File: config.mk
export PLATFORM = sky130hd
export DESIGN_NAME = window_shift_register
export DESIGN_NICKNAME = d
export VERILOG_FILES = /design/src/rtl/wsr_pkg.sv /design/src/rtl/wsr_fill_tracker.sv /design/src/rtl/window_shift_register.sv
export SDC_FILE = /design/constraint.sdc
export NUM_CORES = 1
export LEC_CHECK = 0
export CORE_ASPECT_RATIO = 2
export CORE_MARGIN = 2
export CORE_UTILIZATION = 35
export CTS_CLUSTER_SIZE = 16
export DETAILED_ROUTE_END_ITERATION = 7
export DONT_BUFFER_PORTS = 1
export GPL_TIMING_DRIVEN = 0
export HOLD_SLACK_MARGIN = 0.05
export PLACE_DENSITY = 0.59
export SYNTH_ARGS = -nofsm -noshare
export SYNTH_HDL_FRONTEND = slang
export SYNTH_SLANG_ARGS = --single-unit
File: constraint.sdc
create_clock -name clock_i -period 13.4 [get_ports clock_i]
set_input_delay 2.68 -clock clock_i [delete_from_list [all_inputs] [get_ports clock_i]]
set_output_delay 2.68 -clock clock_i [all_outputs]
set_load 0.02 [all_outputs]
File: src/rtl/wsr_pkg.sv
// Shared width helpers and saturating arithmetic for the window shift register.
package wsr_pkg;

   localparam int DEF_SIZE       = 3;
   localparam int DEF_DATA_WIDTH = 32;
   localparam int DEF_MAX_SHIFT  = 3;

   function automatic int wsr_clog2(input int value);
      int r;
      r = 0;
      for (int i = 0; i < 32; i++) begin
         if ((1 << r) < value) r = r + 1;
      end
      return r;
   endfunction

   // Width of a word count 0..max_shift (CW) and of a fill level 0..size (FW).
   function automatic int count_width(input int max_shift);
      return wsr_clog2(max_shift + 1);
   endfunction

   function automatic int fill_width(input int size);
      return wsr_clog2(size + 1);
   endfunction

   localparam int DEF_CW = count_width(DEF_MAX_SHIFT);
   localparam int DEF_FW = fill_width(DEF_SIZE);

   function automatic int sat_min(input int a, input int b);
      return (a < b) ? a : b;
   endfunction

   function automatic int sat_max(input int a, input int b);
      return (a > b) ? a : b;
   endfunction

endpackage

File: src/rtl/wsr_fill_tracker.sv
// Fill counter and eviction count for the window shift register.
module wsr_fill_tracker
   import wsr_pkg::*;
#(
   parameter int SIZE      = DEF_SIZE,
   parameter int MAX_SHIFT = DEF_MAX_SHIFT,
   parameter int CW        = count_width(MAX_SHIFT),
   parameter int FW        = fill_width(SIZE)
) (
   input  logic          clk_i,
   input  logic          rst_i,
   input  logic          clear_i,
   input  logic          accept_i,
   input  logic [CW-1:0] k_i,
   output logic [FW-1:0] fill_o,
   output logic [CW-1:0] evict_next_o,
   output logic [CW-1:0] out_count_o,
   output logic          out_valid_o
);

   logic [FW-1:0] fill_q, fill_d;
   logic [CW-1:0] out_count_q, out_count_d;
   logic          out_valid_q, out_valid_d;
   int            evict;

   always_comb begin
      evict        = sat_min(int'(k_i), sat_max(0, int'(fill_q) + int'(k_i) - SIZE));
      evict_next_o = CW'(evict);
      fill_d       = fill_q;
      out_count_d  = out_count_q;
      out_valid_d  = 1'b0;
      if (clear_i) begin
         fill_d      = '0;
         out_count_d = '0;
      end else if (accept_i) begin
         fill_d      = FW'(sat_min(SIZE, int'(fill_q) + int'(k_i)));
         out_count_d = CW'(evict);
         out_valid_d = (evict != 0);
      end
   end

   always_ff @(posedge clk_i or posedge rst_i) begin
      if (rst_i) begin
         fill_q      <= '0;
         out_count_q <= '0;
         out_valid_q <= 1'b0;
      end else begin
         fill_q      <= fill_d;
         out_count_q <= out_count_d;
         out_valid_q <= out_valid_d;
      end
   end

   assign fill_o      = fill_q;
   assign out_count_o = out_count_q;
   assign out_valid_o = out_valid_q;

endmodule

File: src/rtl/window_shift_register.sv
// Multi-word window shift register with fill tracking and evicted-word output.
// Optional macro WSR_MULTI_SHIFT_EN enables strides of 1..MAX_SHIFT; otherwise every transfer shifts one word.
module window_shift_register
   import wsr_pkg::*;
#(
   parameter int SIZE       = DEF_SIZE,
   parameter int DATA_WIDTH = DEF_DATA_WIDTH,
   parameter int MAX_SHIFT  = DEF_MAX_SHIFT
) (
   input  logic                              clock_i,
   input  logic                              reset_i,
   input  logic                              clear_i,
   input  logic                              hold_i,
   input  logic                              in_valid_i,
   input  logic [count_width(MAX_SHIFT)-1:0] in_count_i,
   input  logic [DATA_WIDTH*MAX_SHIFT-1:0]   shift_in_i,
   output logic                              in_ready_o,
   output logic [SIZE*DATA_WIDTH-1:0]        data_out_o,
   output logic [fill_width(SIZE)-1:0]       fill_level_o,
   output logic                              window_valid_o,
   output logic [DATA_WIDTH*MAX_SHIFT-1:0]   shift_out_o,
   output logic [count_width(MAX_SHIFT)-1:0] out_count_o,
   output logic                              out_valid_o
);

   localparam int CW = count_width(MAX_SHIFT);
   localparam int FW = fill_width(SIZE);

   logic [DATA_WIDTH-1:0] words [MAX_SHIFT];
   logic [DATA_WIDTH-1:0] data_q [SIZE];
   logic [DATA_WIDTH-1:0] data_d [SIZE];
   logic [DATA_WIDTH-1:0] sout_q [MAX_SHIFT];
   logic [DATA_WIDTH-1:0] sout_d [MAX_SHIFT];
   logic [CW-1:0]         k;
   logic [CW-1:0]         evict_next;
   logic                  accept;

`ifdef WSR_MULTI_SHIFT_EN
   always_comb k = (int'(in_count_i) > MAX_SHIFT) ? CW'(MAX_SHIFT) : in_count_i;

   for (genvar gi = 0; gi < MAX_SHIFT; gi++) begin : g_words
      assign words[gi] = shift_in_i[DATA_WIDTH*gi +: DATA_WIDTH];
   end
`else
   logic unused_inputs;

   assign k             = CW'(1);
   assign unused_inputs = ^{in_count_i, shift_in_i};

   for (genvar gi = 0; gi < MAX_SHIFT; gi++) begin : g_words
      if (gi == 0) begin : g_w0
         assign words[gi] = shift_in_i[DATA_WIDTH-1:0];
      end else begin : g_wz
         assign words[gi] = '0;
      end
   end
`endif

   assign accept = in_valid_i & ~hold_i & ~clear_i & (k != '0);

   wsr_fill_tracker #(
      .SIZE      (SIZE),
      .MAX_SHIFT (MAX_SHIFT),
      .CW        (CW),
      .FW        (FW)
   ) u_fill (
      .clk_i        (clock_i),
      .rst_i        (reset_i),
      .clear_i      (clear_i),
      .accept_i     (accept),
      .k_i          (k),
      .fill_o       (fill_level_o),
      .evict_next_o (evict_next),
      .out_count_o  (out_count_o),
      .out_valid_o  (out_valid_o)
   );

   // Per-slot candidates for each stride; the last word in lands in slot 0.
   for (genvar gi = 0; gi < SIZE; gi++) begin : g_slot
      logic [DATA_WIDTH-1:0] cand [MAX_SHIFT];

      for (genvar gs = 1; gs <= MAX_SHIFT; gs++) begin : g_stride
         if (gi >= gs) begin : g_old
            assign cand[gs-1] = data_q[gi-gs];
         end else begin : g_new
            assign cand[gs-1] = words[gs-1-gi];
         end
      end

      always_comb begin
         data_d[gi] = data_q[gi];
         if (clear_i) begin
            data_d[gi] = '0;
         end else if (accept) begin
            for (int s = 0; s < MAX_SHIFT; s++) begin
               if (k == CW'(s + 1)) data_d[gi] = cand[s];
            end
         end
      end

      assign data_out_o[DATA_WIDTH*gi +: DATA_WIDTH] = data_q[gi];
   end

   // Evicted word j is pre-shift slot SIZE-k+j, so word 0 is the newest one leaving.
   for (genvar gj = 0; gj < MAX_SHIFT; gj++) begin : g_evict
      logic [DATA_WIDTH-1:0] ecand [MAX_SHIFT];

      for (genvar gs = 1; gs <= MAX_SHIFT; gs++) begin : g_stride
         if (gj < gs) begin : g_live
            assign ecand[gs-1] = data_q[SIZE-gs+gj];
         end else begin : g_dead
            assign ecand[gs-1] = '0;
         end
      end

      always_comb begin
         sout_d[gj] = sout_q[gj];
         if (clear_i) begin
            sout_d[gj] = '0;
         end else if (accept) begin
            sout_d[gj] = '0;
            if (CW'(gj) < evict_next) begin
               for (int s = 0; s < MAX_SHIFT; s++) begin
                  if (k == CW'(s + 1)) sout_d[gj] = ecand[s];
               end
            end
         end
      end

      assign shift_out_o[DATA_WIDTH*gj +: DATA_WIDTH] = sout_q[gj];
   end

   always_ff @(posedge clock_i or posedge reset_i) begin
      if (reset_i) begin
         for (int i = 0; i < SIZE; i++) data_q[i] <= '0;
         for (int j = 0; j < MAX_SHIFT; j++) sout_q[j] <= '0;
      end else begin
         data_q <= data_d;
         sout_q <= sout_d;
      end
   end

   assign in_ready_o     = ~hold_i;
   assign window_valid_o = (fill_level_o == FW'(SIZE));

endmodule

==> results_dict.tcl <==
set metrics [dict create \
    status "finished clean" \
    slew_limit_fails 0 \
    synthesis.area_per_instance_um2 14.0 \
    cts_tree "done" \
    worst_path_largest_cell_delay_ps 190 \
    cp_cell_sequence "inv_1" \
    share_of_the_cycle_needed_by_the_critical_path_after_routing 0.414 \
    die_width_um 90.6 \
    hp-start "shift_out_o[28]" \
    drt_first_iter_violations 124 \
    cts.repair.resized 0 \
    drcViolationCount 0 \
    area_growth_syn_to_layout_pct 21.8 \
    area_used_by_multi_input_combinational_logic_mm2 0.00152 \
    fin_worst_skew_ps 10.3 \
    path_depth 1 \
    cts_post_setup_buffers_inserted 0 \
    max_slew_headroom 0.552 \
    number_of_register_bits_inferred_by_synthesis 133 \
    hold_path_cells 1 \
    grt-ovfl-total 0 \
    worstSkewPairLatency_ps 400 \
    numPortBuffers 0 \
    effective_utilization_at_floorplan 0.356 \
    timing.reg2reg.worst_path_depth 5 \
    antenna_found_initial 0 \
    synthDominantAreaCellType "sky130_fd_sc_hd__dfrtp_1" \
    crit_fanout 3 \
    fillers 1338 \
    detail_route.wl_per_cell_um 20.8 \
    post_synthesis_simple_gate_area_fraction 0.00668 \
    period_needed_ps 5550 \
    critPathLaunch "hold_i" \
    post_route_cells_drive_above_1_share 0.249 \
    synth_adder_area_share 0.0143 \
    diodes_inserted 0 \
    overall_via_count_from_detail_route 3341 \
    number_of_placed_i_o_pins 302 \
    synth.distinct_cells 16 \
    die_y_um 177 \
    post_synth_xor_area_fraction 0.00167 \
    core_area_mm2 0.0147 \
    timing.critical_path.max_delay_family "buffers and inverters" \
    first_global_vias 3291 \
    synth_compound_area_frac 0.222 \
    cp-end-kind "primary output" \
    worst_setup_path_start_kind "input pin" \
    achievable-frequency_mhz 180 \
    p_leak_nw 3.32 \
    post-layout-total-power_mw 0.982 \
    critical_path_buf_inv_count 1 \
    grtUsageTotal 0.168 \
    synth.area.mux_share 0 \
    grt_first_pass_wirelength_um 20400 \
    synth.top_cells.by_area "sky130_fd_sc_hd__dfrtp_1 63%, sky130_fd_sc_hd__a22o_1 22%, sky130_fd_sc_hd__buf_4 9.6%, sky130_fd_sc_hd__ha_1 1.4%, sky130_fd_sc_hd__buf_2 1.3%" \
    finalInstanceArea_mm2 0.00639 \
    wl_um 13800 \
    critPathSlowestCell "sky130_fd_sc_hd__inv_1" \
    regToRegSetupSlack_ps 11650 \
    cts.clk_slew.worst_paths_ps 60 \
    row_count 63 \
    critical_path_class "input pin to primary output" \
    gp_congestion 0.751 \
    yosysSeqAreaShare 0.635 \
    post_synth_inst_count 374 \
    dieArea_mm2 0.0160 \
    rsz0062_at_grt "false" \
    post-dp-hpwl_um 10100 \
    crit_required_ps 10720 \
    holdBufCountCts 0 \
    hold_viol 0 \
    total_standard_cell_area_after_synthesis_mm2 0.00524 \
    drt.antenna.violating_nets 0 \
    worst_ep_arrival_time_ps 2870 \
    register_area_mm2 0.00333 \
    clock_tree.root_cell "sky130_fd_sc_hd__clkbuf_16" \
    synth.top_cell.area_share 0.635 \
    post_drt_via_cell_ratio 5.02 \
    postPlaceCellArea_mm2 0.00576 \
    synth_top_family_by_area "compound AO/OA/AOI/OAI gates" \
    first_pass_iters 4 \
    setup_total_negative_slack_ps 0 \
    cts_buffer_depth 2 \
    yosys_warnings 0 \
    worst_ir_drop_vdd_v 0.0000815 \
    setup_viol_count_final 0 \
    htree_num_levels 4 \
    path_type_of_the_worst_min_delay_path "flop to flop" \
    grt_start_max_net_pins 82 \
    clock_tree_sinks 133 \
    tightest_slew_ps 669 \
    layout.core_utilization 0.433 \
    power-per-cell-area_mw_per_mm2 154 \
    total_cts_buffers 17 \
    max_cap_viol_count 0 \
    rr_startpoint "u_fill.fill_o[0]" \
    layout.nets 566 \
]
[sequential cells by signal, summed over array words and instances, names as in the netlist]
register,count
u_fill.out_valid_o,1
u_fill.out_count_o,2
shift_out_o,32
data_out_o,96
u_fill.fill_o,2
[through the flow]
step                setup WS, ps  cells  hold WS, ps
floorplan                   7170    437          594
finish                      7850    665          661
global route                7840    665          675
detailed placement          7860    633          649
global placement            5990    632          642
CTS                         7860    665          663
[layout make-up]
cell class	count	area share
clock inverters	14	0.0298
multi-input cells	208	0.238
inverters	4	0.00313
flip-flops and latches	133	0.521
well taps	195	0.0382
repair buffers	1	0.00431
plain buffers	92	0.0962
clock buffers	18	0.0688
[cell usage in the layout (no fill, tap or decap)]
master	n
sky130_fd_sc_hd__a21o_1	1
sky130_fd_sc_hd__buf_2	14
sky130_fd_sc_hd__clkbuf_16	17
sky130_fd_sc_hd__clkbuf_1	11
sky130_fd_sc_hd__clkinvlp_4	1
sky130_fd_sc_hd__and2_1	1
sky130_fd_sc_hd__buf_16	1
sky130_fd_sc_hd__ha_1	6
sky130_fd_sc_hd__inv_6	5
sky130_fd_sc_hd__nand3b_1	1
sky130_fd_sc_hd__xor2_1	1
sky130_fd_sc_hd__dfrtp_1	133
sky130_fd_sc_hd__nor3b_2	1
sky130_fd_sc_hd__o2bb2ai_1	2
sky130_fd_sc_hd__a21oi_2	1
sky130_fd_sc_hd__buf_4	67
sky130_fd_sc_hd__inv_8	2
sky130_fd_sc_hd__clkinv_4	4
sky130_fd_sc_hd__clkbuf_8	1
sky130_fd_sc_hd__nor4b_1	1
sky130_fd_sc_hd__bufinv_16	3
sky130_fd_sc_hd__inv_1	3
sky130_fd_sc_hd__a22o_1	129
sky130_fd_sc_hd__conb_1	64
[cell families (layout without fill, tap and decap cells)]
logic type / count (synthesis) / count (layout)
adder cells (fa/ha/maj): 6 / 6
AND/OR/NAND/NOR: 4 / 4
AO/OA/AOI/OAI: 133 / 133
XOR/XNOR: 1 / 1
other: 1 / 64
flip-flops: 133 / 133
buffers and inverters: 96 / 129
[worst reg2reg max path, cell delays in order (launching register included)]
cell and delay (ps):
sky130_fd_sc_hd__dfrtp_1 580, sky130_fd_sc_hd__inv_1 160, sky130_fd_sc_hd__ha_1 330, sky130_fd_sc_hd__xor2_1 150, sky130_fd_sc_hd__nor4b_1 300, sky130_fd_sc_hd__a22o_1 180
[synthesized netlist by cell type]
| master | count |
|---|---|
| sky130_fd_sc_hd__dfrtp_1 | 133 |
| sky130_fd_sc_hd__a22o_1 | 129 |
| sky130_fd_sc_hd__buf_4 | 67 |
| sky130_fd_sc_hd__buf_2 | 14 |
| sky130_fd_sc_hd__clkbuf_1 | 11 |
| sky130_fd_sc_hd__ha_1 | 6 |
| sky130_fd_sc_hd__inv_1 | 4 |
| sky130_fd_sc_hd__o2bb2ai_1 | 2 |
| sky130_fd_sc_hd__a21o_1 | 1 |
| sky130_fd_sc_hd__a21oi_2 | 1 |
| sky130_fd_sc_hd__and2_1 | 1 |
| sky130_fd_sc_hd__conb_1 | 1 |
| sky130_fd_sc_hd__nand3b_1 | 1 |
| sky130_fd_sc_hd__nor3b_2 | 1 |
| sky130_fd_sc_hd__nor4b_1 | 1 |
| sky130_fd_sc_hd__xor2_1 | 1 |
[metal layers]
metal / part of all wire / up-vias / track usage
li1: - / 1436 / -
met1: 0.36 / 1695 / 0.181
met2: 0.54 / 198 / 0.301
met3: 0.080 / 12 / 0.0541
met4: 0.015 / 0 / 0.0692
met5: 0 / - / 0
[worst paths after layout]
kind / endpoint
worst max-delay path: in_ready_o
worst min-delay path: shift_out_o[28]
worst max register to register: u_fill.out_count_o[1]
worst min register to register: shift_out_o[28]
max in group asynchronous: shift_out_o[8]
min in group asynchronous: u_fill.fill_o[1]
[report_power, final]
part	internal [mW]	switching, mW
registers	0.408	0.0169
clock network	0.304	0.187
logic	0.0215	0.0439
Note: power is estimated with default switching activity, not from simulation.
